===== src/rtl/alu_seq.sv =====
// Registered ALU: 16 single-cycle ops, ADC/SBC, and iterative MUL/MULH/DIVU/REMU
// behind a valid/ready handshake. Flags are {Z,C,S,O}.
module alu_seq #(
  parameter int unsigned WIDTH = 8
) (
  input  logic             clk,
  input  logic             rst,
  input  logic             in_valid,
  output logic             in_ready,
  input  logic [4:0]       mode,
  input  logic             carry_in,
  input  logic [WIDTH-1:0] operand1,
  input  logic [WIDTH-1:0] operand2,
  output logic             out_valid,
  input  logic             out_ready,
  output logic [WIDTH-1:0] result,
  output logic [3:0]       flags,
  output logic             busy
);
  localparam int unsigned SHW = $clog2(WIDTH);
  localparam int unsigned CW  = SHW + 1;

  typedef enum logic [1:0] {IDLE, BUSY, DONE} state_t;

  state_t           state;
  logic [CW-1:0]    cnt;
  logic [CW-1:0]    cnt_n;
  logic [1:0]       op_q;
  logic [WIDTH-1:0] b_q;
  logic [WIDTH-1:0] acc_hi;
  logic [WIDTH-1:0] acc_lo;

  logic             is_iter;
  logic [SHW-1:0]   amt;
  logic [CW-1:0]    amt_inv;
  logic [WIDTH-1:0] ax;
  logic [WIDTH-1:0] ay;
  logic             acin;
  logic             arith;
  logic [WIDTH-1:0] lres;
  logic [WIDTH:0]   asum;
  logic [WIDTH-1:0] alu_res;
  logic [3:0]       alu_flags;

  logic [WIDTH:0]   mul_sum;
  logic [WIDTH:0]   div_rem;
  logic [WIDTH-1:0] div_diff;
  logic             div_ge;
  logic [WIDTH-1:0] hi_n;
  logic [WIDTH-1:0] lo_n;
  logic             mul_ovf;
  logic [WIDTH-1:0] iter_res;
  logic [3:0]       iter_flags;

  assign in_ready = (state == IDLE) || ((state == DONE) && out_ready);
  assign is_iter  = (mode[4:2] == 3'b100);
  assign amt      = operand1[SHW-1:0];
  assign amt_inv  = CW'(WIDTH) - {1'b0, amt};

  // Every add/sub form is X + Y' + cin over WIDTH+1 bits; non-arithmetic ops use lres.
  always_comb begin
    ax    = '0;
    ay    = '0;
    acin  = 1'b0;
    arith = 1'b1;
    lres  = '0;
    case (mode)
      5'h00: begin ax = operand1; ay = operand2; end
      5'h01: begin ax = operand1; ay = ~operand2; acin = 1'b1; end
      5'h07: begin ax = operand2; ay = ~operand1; acin = 1'b1; end
      5'h08: begin ax = operand2; ay = WIDTH'(1); end
      5'h09: begin ax = operand2; ay = ~WIDTH'(1); acin = 1'b1; end
      5'h0F: begin ax = '0; ay = ~operand2; acin = 1'b1; end
      5'h14: begin ax = operand1; ay = operand2; acin = carry_in; end
      5'h15: begin ax = operand1; ay = ~operand2; acin = carry_in; end
      5'h02: begin arith = 1'b0; lres = operand1; end
      5'h04: begin arith = 1'b0; lres = operand1 & operand2; end
      5'h05: begin arith = 1'b0; lres = operand1 | operand2; end
      5'h06: begin arith = 1'b0; lres = operand1 ^ operand2; end
      5'h0A: begin arith = 1'b0; lres = (operand2 << amt) | (operand2 >> amt_inv); end
      5'h0B: begin arith = 1'b0; lres = (operand2 >> amt) | (operand2 << amt_inv); end
      5'h0C: begin arith = 1'b0; lres = operand2 << amt; end
      5'h0D: begin arith = 1'b0; lres = operand2 >> amt; end
      5'h0E: begin arith = 1'b0; lres = $signed(operand2) >>> amt; end
      default: begin arith = 1'b0; lres = operand2; end
    endcase
    asum      = {1'b0, ax} + {1'b0, ay} + {{WIDTH{1'b0}}, acin};
    alu_res   = arith ? asum[WIDTH-1:0] : lres;
    alu_flags = {alu_res == '0,
                 arith & asum[WIDTH],
                 alu_res[WIDTH-1],
                 arith & (ax[WIDTH-1] == ay[WIDTH-1]) & (asum[WIDTH-1] != ax[WIDTH-1])};
  end

  // One iteration step: shift-add multiply (acc_lo holds the multiplier, then the low
  // product) or restoring division (acc_lo shifts the dividend out and quotient bits in).
  always_comb begin
    mul_sum  = {1'b0, acc_hi} + (acc_lo[0] ? {1'b0, b_q} : '0);
    div_rem  = {acc_hi, acc_lo[WIDTH-1]};
    div_ge   = div_rem >= {1'b0, b_q};
    div_diff = div_rem[WIDTH-1:0] - b_q;
    if (!op_q[1]) begin
      hi_n = mul_sum[WIDTH:1];
      lo_n = {mul_sum[0], acc_lo[WIDTH-1:1]};
    end else begin
      hi_n = div_ge ? div_diff : div_rem[WIDTH-1:0];
      lo_n = {acc_lo[WIDTH-2:0], div_ge};
    end
    cnt_n      = cnt + CW'(1);
    mul_ovf    = (hi_n != '0);
    iter_res   = op_q[0] ? hi_n : lo_n;
    iter_flags = {iter_res == '0,
                  ~op_q[1] & mul_ovf,
                  iter_res[WIDTH-1],
                  op_q[1] ? (b_q == '0) : mul_ovf};
  end

  always_ff @(posedge clk) begin
    if (rst) begin
      state     <= IDLE;
      out_valid <= 1'b0;
      busy      <= 1'b0;
      result    <= '0;
      flags     <= '0;
      cnt       <= '0;
      op_q      <= '0;
      b_q       <= '0;
      acc_hi    <= '0;
      acc_lo    <= '0;
    end else if (in_valid && in_ready) begin
      cnt <= '0;
      if (is_iter) begin
        state     <= BUSY;
        busy      <= 1'b1;
        out_valid <= 1'b0;
        op_q      <= mode[1:0];
        b_q       <= operand2;
        acc_hi    <= '0;
        acc_lo    <= operand1;
      end else begin
        state     <= DONE;
        busy      <= 1'b0;
        out_valid <= 1'b1;
        result    <= alu_res;
        flags     <= alu_flags;
      end
    end else begin
      case (state)
        BUSY: begin
          acc_hi <= hi_n;
          acc_lo <= lo_n;
          cnt    <= cnt_n;
          // The final iteration's outcome is registered straight into result/flags.
          if (cnt_n == CW'(WIDTH)) begin
            state     <= DONE;
            busy      <= 1'b0;
            out_valid <= 1'b1;
            result    <= iter_res;
            flags     <= iter_flags;
          end
        end
        DONE: begin
          if (out_ready) begin
            state     <= IDLE;
            out_valid <= 1'b0;
          end
        end
        default: ;
      endcase
    end
  end
endmodule


===== config.mk =====
export PLATFORM = sky130hd
export DESIGN_NAME = alu_seq
export DESIGN_NICKNAME = d
export VERILOG_FILES = /design/src/rtl/alu_seq.sv
export SDC_FILE = /design/constraint.sdc
export NUM_CORES = 1
export LEC_CHECK = 0
export CAP_MARGIN = 15
export CORE_MARGIN = 2
export CORE_UTILIZATION = 35
export CTS_CLUSTER_DIAMETER = 100
export DETAILED_ROUTE_END_ITERATION = 7
export REMOVE_ABC_BUFFERS = 1
export SYNTH_ARGS = -nofsm -noshare
export SYNTH_HDL_FRONTEND = slang
export SYNTH_SLANG_ARGS = --single-unit

===== constraint.sdc =====
create_clock -name clk -period 5.7 [get_ports clk]
set_input_delay 0.57 -clock clk [delete_from_list [all_inputs] [get_ports clk]]
set_output_delay 0.57 -clock clk [all_outputs]
set_load 0.01 [all_outputs]

## Yosys cells after proc, flatten, opt, wreduce, memory -nomap -nowiden

Cells that the tools add are included.

| storage, ports and cells | value |
|---|---|
| register bits | 46 |
| bits in latches | 0 |
| bits in writable memories | 0 |
| bits in read-only memories | 0 |
| input bits | 26 |
| output and inout bits | 15 |
| word-level logic and storage cells | 125 |
| memories | 0 |

| cells by class | value |
|---|---|
| $add $sub $neg | 6 |
| multipliers | 0 |
| divide/modulo/power cells | 0 |
| magnitude comparators | 1 |
| equal/unequal tests | 26 |
| shifts and indexed selects | 5 |
| multiplexer cells | 40 |
| bitwise operators | 12 |
| reductions and logical operators | 25 |

Operator list:

| operator | count |
|---|---|
| $mux 8 | 16 |
| $pmux 8 s10 | 1 |
| $eq 5x4->1 const B | 8 |
| $pmux 8 s5 | 1 |
| $logic_not 8->1 | 3 |
| $or 8x8->8 | 3 |
| $eq 5x3->1 const B | 4 |
| $add 8x8->9 | 2 |
| $mux 4 | 4 |
| $not 8->8 | 2 |
| $pmux 8 s2 | 1 |
| $eq 5x5->1 const B | 2 |
| $mux 1 | 10 |
| $add 9x1->9 | 1 |
| $ge 9x8->1 | 1 |
| $and 8x8->8 | 1 |
| $mux 2 | 4 |
| $reduce_bool 8->1 | 1 |
| $reduce_or 4->1 | 2 |
| $reduce_or 8->1 | 1 |
| $shl 8x3->8 | 1 |
| $shl 8x4->8 | 1 |
| $shr 8x3->8 | 1 |
| $shr 8x4->8 | 1 |
| 30 further kinds | 43 |

## Logic depth before layout (Yosys ltp)

Gate-level depths: netlist of the first run.

| logic depth | value |
|---|---|
| depth in word-level cells | 9 |
| depth in mapped cells | 18 |
| gate-level depth less buffers | 16 |

## Worst setup path before layout of the first run

Ideal clock, no wire load.

| path | value |
|---|---|
| path kind | input -> register |
| from | input port mode[1] |
| to | register result[6] |
| setup time | 70 ps |
| arrival | 3640 ps |
| required time | 5630 ps |
| setup slack | 1989 ps |
| cell stages on the path | 16 |
| path buffers | 1 |
| cells stage by stage | buf_2 > and4b_1 > o31ai_1 > nor2_1 > a211oi_1 > fa_1 > inv_1 > fa_1 > a211oi_1 > o21ai_0 > and3_1 > o32a_1 > o21ai_0 > o21ai_1 > a21o_1 > a21oi_1 |

| between the ends | value |
|---|---|
| cells in the longest elaborated chain, start to end | 8 |
| elaborated cells between the ends (all ways) | 34 |
| classes of those cells | 2 x add/sub; 16 x eq/ne; 8 x mux; 8 x reduce/logical |

Ends and longest elaborated chain:

| element | line | RTL |
|---|---|---|
| from (decl) | 10 | `input logic [4:0] mode,` |
| $eq 5x5->1 (tied with other cells) | 67 | `case (mode)` |
| $reduce_or 3->1 (no line) (tied with other cells) | -- |  |
| $pmux 8 s5 / $pmux 8 s2 (equally long branches) | 67 |  |
| $add 8x8->9 | 87 | `asum = {1'b0, ax} + {1'b0, ay} + {{WIDTH{1'b0}}, acin};` |
| $add 9x1->9 | 87 |  |
| $mux 8 * | 88 | `alu_res = arith ? asum[WIDTH-1:0] : lres;` |
| $mux 8 * | 132 | `if (is_iter) begin` |
| $mux 8 * | 130 | `end else if (in_valid && in_ready) begin` |
| to (signal assigned) | 144 | `result <= alu_res;` |
| to (signal assigned) | 158 | `result <= iter_res;` |
| to (decl) | 16 | `output logic [WIDTH-1:0] result,` |

Mark *: on every way between the ends. The rest lies on a longest branch, timed or not. The select of a mux whose other input is x is not followed.
A chain may end at the register's enable or synchronous reset.

## Final worst setup path of the first run

| path | value |
|---|---|
| from | input port mode[3] |
| to | register result[6] |

| between the ends | value |
|---|---|
| cells in the longest elaborated chain, start to end | 8 |
| elaborated cells between the ends (all ways) | 37 |
| classes of those cells | 2 x add/sub; 18 x eq/ne; 8 x mux; 9 x reduce/logical |

Ends and longest elaborated chain:

| element | line |
|---|---|
| $eq 5x5->1 (tied with other cells) | 67 |
| $reduce_or 3->1 (no line) (tied with other cells) | -- |
| $pmux 8 s5 / $pmux 8 s2 (equally long branches) | 67 |
| $add 8x8->9 | 87 |
| $add 9x1->9 | 87 |
| $mux 8 | 88 |
| $mux 8 | 132 |
| $mux 8 | 130 |

Parallel ways exist; a longest one is shown, timed or not. The select of a mux whose other input is x is not followed.

==> impl_metrics.ini, run 1 <==
[die]
die_w_um = 137
die_h_um = 137
dieArea_sq_um = 18700
initial_core_util_pct = 35.7
ioPinCount = 41
row_count = 48
core_sq_um = 17200

[min_path]
min_path_type = reg2reg
min_to = result[0]$_SDFFE_PP0P_
hold_path_depth = 2
min_from = result[0]$_SDFFE_PP0P_

[synth]
synth_top_area_share_pct = 14.3
synth.largest_area_cell = dfxtp_1
synth_cell_types = 83
synth_warnings = 0
syn_inst = 830
synth_seq_area_share_pct = 14.3
syn_area_sq_um = 6160
ys_ff_latch = 44
avgSynthCellArea_sq_um = 7.42
yosys-top-cells-area = dfxtp_1, ha_1, a21oi_1, mux4_2, nor2_1
synth-main-ff-cell = dfxtp_1
async_flop_share_pct = 0
synth_enable_flop_cells = 0

[cts]
numCtsBuffers = 5
clock_sinks = 44
clk_latency_ns = 0.30
htree_levels = 2
clk_pin_slew_ns = 0.06
tritoncts = done
clk_path_buf_depth = 2
postCtsHoldBufs = 0
postCtsSetupRepairBufs = 0
cts_resized = 0
cts_root_buf = clkbuf_16

[critical_path]
critical_path_class = in2reg
crit_path_end_kind = flop
r2r_start = b_q[4]$_SDFFE_PP0P_
arrival_ns = 4.76
crit_slowest_cell = clkdlybuf4s50_1
path_cells = clkdlybuf4s50_1 -> and4b_1 -> o31ai_1 -> nor2_1 -> a211oi_1 -> fa_1 -> inv_1 -> fa_1 -> a211oi_1 -> o21ai_0 -> and3_1 -> o32a_1 -> o21ai_0 -> o21ai_1 -> a21o_1 -> a21oi_1
critPathRequiredTime_ns = 5.93
r2r_slack_ns = 2.35
crit_path_start = mode[3]
max_stage_delay_ns = 0.71
crit_path_max_fanout = 19
r2r_cells = 10
critPathBufInv = 2
rr_endpoint = flags[0]$_SDFFE_PP0P_
crit_family = compound AO/OA/AOI/OAI gates
critPathLaunchType = input pin

[routing]
first_pass_iters = 5
vias = 6431
route.detailed.wl_per_inst_um = 19.8
totalWireLength_um = 20800
drtIter0Drc = 682
vias_per_cell = 6.10
route.detailed.drc = 0
ant_nets = 0

[layout]
fillers = 1794
area_delta_synth_final_pct = 11.0
layout-drive-gt1-share_pct = 9.88
n_antenna_cell = 0
nets = 901
layout.cells.non_filler = 1055

[sta]
rsz0062_at_grt = false
slew_violations = 0
finalCritPeriodShare_pct = 79.5
hold_violations = 0
setup_tns_ns = 0
slew_headroom_pct = 26.8
tightest_slew_ns = 1.10
setup_violations = 0
fin_crit_ns = 4.53
max_freq_ghz = 0.221
finClkSkew_ns = 0.00798

[grt]
antenna_found_initial = 0
grt_overflow = 0
grt_use_total_pct = 22.7
grt_pass1_vias = 6026
grt_max_degree = 46
grt_pass1_wl_um = 33400

[placed_design]
hpwl_um = 15400
portBuffers = 40
gp_congestion = 0.953
dp.cells = 1047

[power]
p_per_area_nw_per_um2 = 156
p_leak_nw = 2.58
irDropWorstVdd_uv = 120

[job]
maxCapViolCount = 0

[outcome]
status = finished, final reports clean
sequential cells by signal, summed over array words and instances (netlist names):
name / cells
acc_hi: 8
op_q: 2
flags: 4
cnt: 4
state: 1
busy: 1
out_valid: 1
b_q: 8
result: 7
acc_lo: 8
per-stage QoR:
step                worst slack (ns)  instance area, sq um  hold slack [ns]  power [mW]  util (%)
detailed placement             0.911                  6670            0.453       0.726      38.7
finish                          1.17                  6840            0.462        1.07      39.7
global placement               0.958                  6670            0.444       0.727      38.7
CTS                             1.22                  6840            0.462        1.06      39.7
global route                   0.729                  6840            0.477        1.12      39.7
floorplan                       1.87                  5830            0.439       0.561         -
cells in the final DEF (no fill, tap or decap), types with 8 or more instances in the layout:
cell,count
a21oi_1,77
nor2_1,76
nand2_1,67
o21ai_0,47
dfxtp_1,44
ha_1,42
inv_1,41
clkdlybuf4s50_1,39
a211oi_1,23
mux2i_1,23
nand3_1,20
buf_4,20
nor3_1,19
nor2b_1,15
and2_1,14
mux2_2,14
nand2b_1,13
a31oi_1,13
mux4_2,13
o211ai_1,12
o22ai_1,9
xor2_1,8
nor4_1,8
a21o_1,8
worst max-delay path by stage:
stage | to | slack [ns] | depth (start not counted)
4_1_cts | result[6]$_SDFFE_PP0P_ | 1.22 | 16
3_5_place_dp | result[6]$_SDFFE_PP0P_ | 0.91 | 16
6_report | result[6]$_SDFFE_PP0P_ | 1.17 | 16
5_1_grt | result[6]$_SDFFE_PP0P_ | 0.73 | 16
2_1_floorplan | flags[3]$_SDFFE_PP0P_ | 1.87 | 13
3_3_place_gp | result[6]$_SDFFE_PP0P_ | 0.96 | 16
worst min-delay path, cell delays in order (launching register included):
cell and delay (ns):
dfxtp_1 0.31, nand2_1 0.05, a21oi_1 0.05
power by group:
part           internal [mW]  switching, mW  total, mW
clock network          0.208          0.133      0.341
registers              0.318        0.00886      0.327
logic                  0.161          0.238      0.399
total                  0.687          0.380       1.07
layout make-up:
type	instances	area, sq um	share of cell area, %
multi-input cells	677	4810	70.3
clock buffers	5	125	1.83
inverters	41	154	2.25
flip-flops and latches	44	881	12.9
repair buffers	60	546	7.97
well taps	225	282	4.11
clock inverters	3	46.3	0.677
metal layers:
| metal | GRT usage [%] | part of all wire (%) | vias to the layer above |
|---|---|---|---|
| met4 | 5.15 | 1.7 | 0 |
| met3 | 2.59 | 6.0 | 35 |
| met2 | 36.6 | 45 | 221 |
| met1 | 32.5 | 47 | 3079 |
| li1 | - | - | 3096 |
| met5 | 0 | 0 | - |
kinds of logic (layout without fill, tap and decap cells):
kind of cell,after synthesis,after routing,share of synthesized area (%)
adder cells (fa/ha/maj),46,46,9.83
AO/OA/AOI/OAI,277,277,30.1
XOR/XNOR,17,17,2.84
AND/OR/NAND/NOR,285,285,23.8
multiplexers,52,52,11.4
buffers and inverters,109,109,7.80
flip-flops,44,44,14.3
cells in the mapped netlist, drive strengths merged, types with 4 or more instances:
cell type / number
xnor2: 8
clkbuf: 34
o211ai: 12
fa: 4
inv: 41
mux2i: 23
o2111ai: 5
a22oi: 8
or2: 7
nor3: 22
and2: 14
o21ai: 50
mux2: 16
nand2: 67
o31a: 6
a21o: 8
or3: 5
and3b: 4
dfxtp: 44
nor2b: 16
xor2: 9
mux4: 13
ha: 42
nand3: 20
o21a: 5
nand2b: 13
nand4: 7
o221ai: 7
nor4: 9
nor3b: 5
a2111oi: 4
a22o: 7
a31oi: 13
a211oi: 23
and3: 4
nor2: 76
buf: 34
o31ai: 8
o22ai: 9
a21oi: 77
No activity file was read; power rests on OpenSTA's default activity.
==> run 2, diff against run 1 <==
clock period = 4 ns   (was 5.7 ns; I/O delays follow)
==> run 2 against run 1 <==
Compared with the run above:
- sequential power rose by 43%
- largest cell class unchanged
- sequential share of layout area fell by 0.47 points
- first-iteration DRC count fell by 13%
- via count rose by 3.8%
- cell area rose by 3.8%
- setup slack got worse by 0.87 ns
- non-clock buffer count rose by 37
- clock power rose by 27%
- critical path depth did not move
- die area did not move
==> impl_metrics.ini, run 2 (synthesized netlist as in run 1, its figures left out) <==
[placed_design]
portBuffers = 40
hpwl_um = 16900
gp_congestion = 0.968
pre_cts_ws_ns = -0.0254

[layout]
layout-drive-gt1-share_pct = 13.8
area_delta_synth_final_pct = 15.3
top_regs = acc_hi: 8 flops, acc_lo: 8 flops, b_q: 8 flops
final_util_pct = 41.2
nets = 938
n_antenna_cell = 0
final_cell_mix = a21oi_1, nor2_1, nand2_1
final_common_cell = a21oi_1

[routing]
route.detailed.wl_per_inst_um = 20.3
vias_per_cell = 6.11
route.detailed.drc = 0
totalWireLength_um = 22200
vias = 6676
first_pass_iters = 5
drtIter0Drc = 593
ant_nets = 0

[cts]
htree_levels = 2
numCtsBuffers = 5
postCtsSetupRepairBufs = 0
cts_root_buf = clkbuf_16
clk_latency_ns = 0.30
clock_sinks = 44
clk_pin_slew_ns = 0.06
tritoncts = done
clk_path_buf_depth = 2

[die]
dieArea_sq_um = 18700
row_count = 48
initial_core_util_pct = 35.7
die_h_um = 137
ioPinCount = 41
core_sq_um = 17200
die_w_um = 137

[power]
pwr-share-seq_pct = 30.9
switchingPower_uw = 566
p_per_area_nw_per_um2 = 212
p_clk_share_pct = 28.7
combPwrFrac_pct = 40.4
intPower_uw = 943
finalPower_mw = 1.51
p_sw_share_pct = 37.5
p_leak_nw = 2.76
irDropWorstVdd_uv = 222

[sta]
fin_crit_ns = 3.70
slew_headroom_pct = 43.3
max_freq_ghz = 0.270
finClkSkew_ns = 0.0109
slew_violations = 0
setup_tns_ns = 0
layout_setup_ws_ns = 0.300
tightest_slew_ns = 0.849
finalCritPeriodShare_pct = 92.5
hold_ws_ns = 0.460
setup_violations = 0
rsz0062_at_grt = false
hold_violations = 0

[grt]
grt_max_degree = 46
grt_use_total_pct = 23.6
antenna_found_initial = 0
grt_overflow = 0
grt_pass1_vias = 6160
grt_pass1_wl_um = 34500

[min_path]
min_path_type = reg2reg
hold_path_depth = 2

[critical_path]
r2r_cells = 10
arrival_ns = 3.92
critPathRequiredTime_ns = 4.22
crit_path_max_fanout = 5
crit_path_end_kind = flop
r2r_slack_ns = 0.83
critical_path_class = in2reg
critPathLaunchType = input pin

[outcome]
status = finished, final reports clean

[job]
maxCapViolCount = 0
[run 2: changes by cell type in the layout (fill, tap and decap cells not counted)]
cell	previous run	this run
a211oi_1	23	22
a211oi_2	0	1
buf_4	20	57
bufinv_16	1	0
inv_6	1	2
o21ai_0	47	45
o21ai_1	3	5
[run 2: what timing repair did]
item	4_1_cts	5_1_grt
gates resized for setup	0	3
hold buffers	0	0
endpoints found under the setup margin	0	2
[run 2: through the flow]
| stage | instance area, sq um | instances |
|---|---|---|
| global route | 7100 | 1092 |
| finish | 7100 | 1092 |
| floorplan | 5830 | 762 |
| detailed placement | 6950 | 1084 |
| CTS | 7100 | 1092 |
| global placement | 6950 | 1084 |
[run 2: worst paths after layout]
path	startpoint	end
max	mode[1]	result[6]$_SDFFE_PP0P_
min	result[0]$_SDFFE_PP0P_	result[0]$_SDFFE_PP0P_
max reg2reg	b_q[4]$_SDFFE_PP0P_	flags[2]$_SDFFE_PP0P_
min reg2reg	result[0]$_SDFFE_PP0P_	result[0]$_SDFFE_PP0P_
[run 2: critical path, stage by stage]
cell and delay [ns]:
clkdlybuf4s50_1 0.48, and4b_1 0.25, o31ai_1 0.34, nor2_1 0.09, a211oi_2 0.19, fa_1 0.26
inv_1 0.07, fa_1 0.43, a211oi_1 0.20, o21ai_0 0.16, and3_1 0.23, o32a_1 0.32
o21ai_0 0.12, o21ai_1 0.10, a21o_1 0.17, a21oi_1 0.11
[run 2: cell type report]
type                            count  area [sq um]
Inverter                           41           154
Multi-Input combinational cell    677          4810
Tap cell                          225           282
Clock buffer                        5           125
Timing Repair Buffer               97           823
Fill cell                        1771         10100
Clock inverter                      3          25.0
Sequential cell                    44           881
[run 2: routing by layer]
layer / GRT usage [%] / vias up / wire length [um]
met3: 3.56 / 27 / 1440
met1: 33.1 / 3243 / 10100
met2: 38.3 / 240 / 10300
met4: 5.32 / 0 / 384
met5: 0 / - / 0
li1: - / 3166 / -
[run 2: power by group through the flow]
stage / combinational, mW / clock [mW] / sequential [mW]
6_report: 0.610 / 0.433 / 0.466
2_1_floorplan: 0.322 / 0 / 0.478
5_1_grt: 0.658 / 0.453 / 0.469
4_1_cts: 0.599 / 0.438 / 0.466
3_3_place_gp: 0.597 / 0 / 0.476
3_5_place_dp: 0.596 / 0 / 0.476
==> run 3, diff against run 2 <==
CTS_BUF_LIST = sky130_fd_sc_hd__clkbuf_4 sky130_fd_sc_hd__clkbuf_8   (was not set)
CTS_CLUSTER_DIAMETER = not set   (was 100)
==> run 3 against run 2 <==
Compared with the run above:
- global-route usage barely moved
- critical path depth fell by 2
- wire length fell by 0.26%
- sequential share of layout area up 0.099 points
- core utilization down 0.33 points
- die area unchanged
==> impl_metrics.ini, run 3 (synthesized netlist as in run 1, its figures left out) <==
[outcome]
status = finished, final reports clean

[routing]
vias_per_cell = 6.12
route.detailed.drc = 0
drtIter0Drc = 669
vias = 6688
totalWireLength_um = 22100
first_pass_iters = 5
route.detailed.wl_per_inst_um = 20.2
ant_nets = 0

[placed_design]
portBuffers = 40
hpwl_um = 16900
dp.cells = 1084
placed_area_sq_um = 6950
gp_congestion = 0.968
pre_cts_ws_ns = -0.0254

[grt]
grt_use_total_pct = 23.6
top_usage_layer = met2
met3_usage_pct = 3.67
grt_overflow = 0
grt_util_met1_pct = 32.9
grt_pass1_wl_um = 34500
grt_pass1_vias = 6187
grt_max_degree = 46
met2_usage_pct = 38.2
antenna_found_initial = 0

[sta]
setup_violations = 0
finClkSkew_ns = 0.0144
rsz0062_at_grt = false
max_freq_ghz = 0.268
slew_violations = 0
hold_ws_ns = 0.466
finalCritPeriodShare_pct = 93.2
hold_violations = 0
setup_tns_ns = 0
slew_headroom_pct = 43.0
fin_crit_ns = 3.73
layout_setup_ws_ns = 0.272
tightest_slew_ns = 0.849

[critical_path]
crit_path_max_fanout = 7
path_cells = clkdlybuf4s50_1 -> nor4bb_1 -> o31ai_1 -> buf_4 -> o21ai_0 -> ha_1 -> nor2b_1 -> o21ai_0 -> or3b_2 -> a21oi_1 -> a211oi_1 -> a2111oi_2 -> nand4_1 -> nand3_1
crit_path_end_kind = flop
crit_family = simple AND/OR/NAND/NOR gates
crit_slowest_cell = clkdlybuf4s50_1
critPathRequiredTime_ns = 4.26
cpMostUsedCell = o21ai_0
critical_path_class = in2reg
max_stage_delay_ns = 0.51
critPathBufInv = 2
critPathLaunchType = input pin
arrival_ns = 3.98

[layout]
multi_input_area_sq_um = 4810
area.sequential_sq_um = 881
top_regs = acc_hi: 8 flops, acc_lo: 8 flops, b_q: 8 flops
layout-drive-gt1-share_pct = 13.8
final_util_pct = 40.9
layout.cells.non_filler = 1092
fillers = 1775
n_antenna_cell = 0
design_area_sq_um = 7050
nets = 938
final_common_cell = a21oi_1
area_delta_synth_final_pct = 14.4
final_cell_mix = a21oi_1, nor2_1, nand2_1

[cts]
numCtsBuffers = 5
htree_levels = 2
clk_latency_ns = 0.32
clock_sinks = 44
postCtsSetupRepairBufs = 0
cts_root_buf = clkbuf_8
clk_path_buf_depth = 2
clk_pin_slew_ns = 0.09
tritoncts = done
postCtsHoldBufs = 0

[die]
die_h_um = 137
dieArea_sq_um = 18700
ioPinCount = 41
core_sq_um = 17200
die_w_um = 137
initial_core_util_pct = 35.7
row_count = 48

[power]
finalPower_mw = 1.39
irDropWorstVdd_uv = 222
p_per_area_nw_per_um2 = 197
p_leak_nw = 2.73

[job]
maxCapViolCount = 0

[min_path]
min_path_type = reg2reg
## run 3: final timing paths
path	startpoint	to	slack [ns]	depth (start not counted)
worst max-delay path	mode[2]	flags[3]$_SDFFE_PP0P_	0.27	14
worst min register to register	result[0]$_SDFFE_PP0P_	result[0]$_SDFFE_PP0P_	0.47	2
worst max register to register	acc_lo[0]$_SDFFE_PP0P_	flags[2]$_SDFFE_PP0P_	0.77	11
worst min-delay path	result[0]$_SDFFE_PP0P_	result[0]$_SDFFE_PP0P_	0.47	2
## run 3: metal layers
metal	up-vias	routed length, um
li1	3162	-
met3	30	1490
met5	-	0
met2	243	10100
met4	0	411
met1	3253	10100
## run 3: what timing repair did
action / CTS / global route
resized for setup: 0 / 2
hold endpoints to repair: 0 / 0
endpoints found under the setup margin: 0 / 2
## run 3: area by class of cell
| type | instances | share of cell area, % |
|---|---|---|
| Clock buffer | 5 | 0.977 |
| Multi-Input combinational cell | 677 | 68.3 |
| Sequential cell | 44 | 12.5 |
| Timing Repair Buffer | 97 | 11.7 |
| Tap cell | 225 | 4.00 |
| Clock inverter | 3 | 0.355 |
| Inverter | 41 | 2.18 |
## run 3: where the power goes
group,switching [mW],total [mW],internal [mW],leakage [nW]
sequential,0.0135,0.466,0.453,0.357
combinational,0.356,0.609,0.253,2.33
clock,0.183,0.310,0.128,0.0452
## run 3: tightest hold or removal path: cells and delay by family, from the launching register on
family,cells,cell delay [ns]
AO/OA/AOI/OAI,1,0.05
flip-flops,1,0.32
AND/OR/NAND/NOR,1,0.05
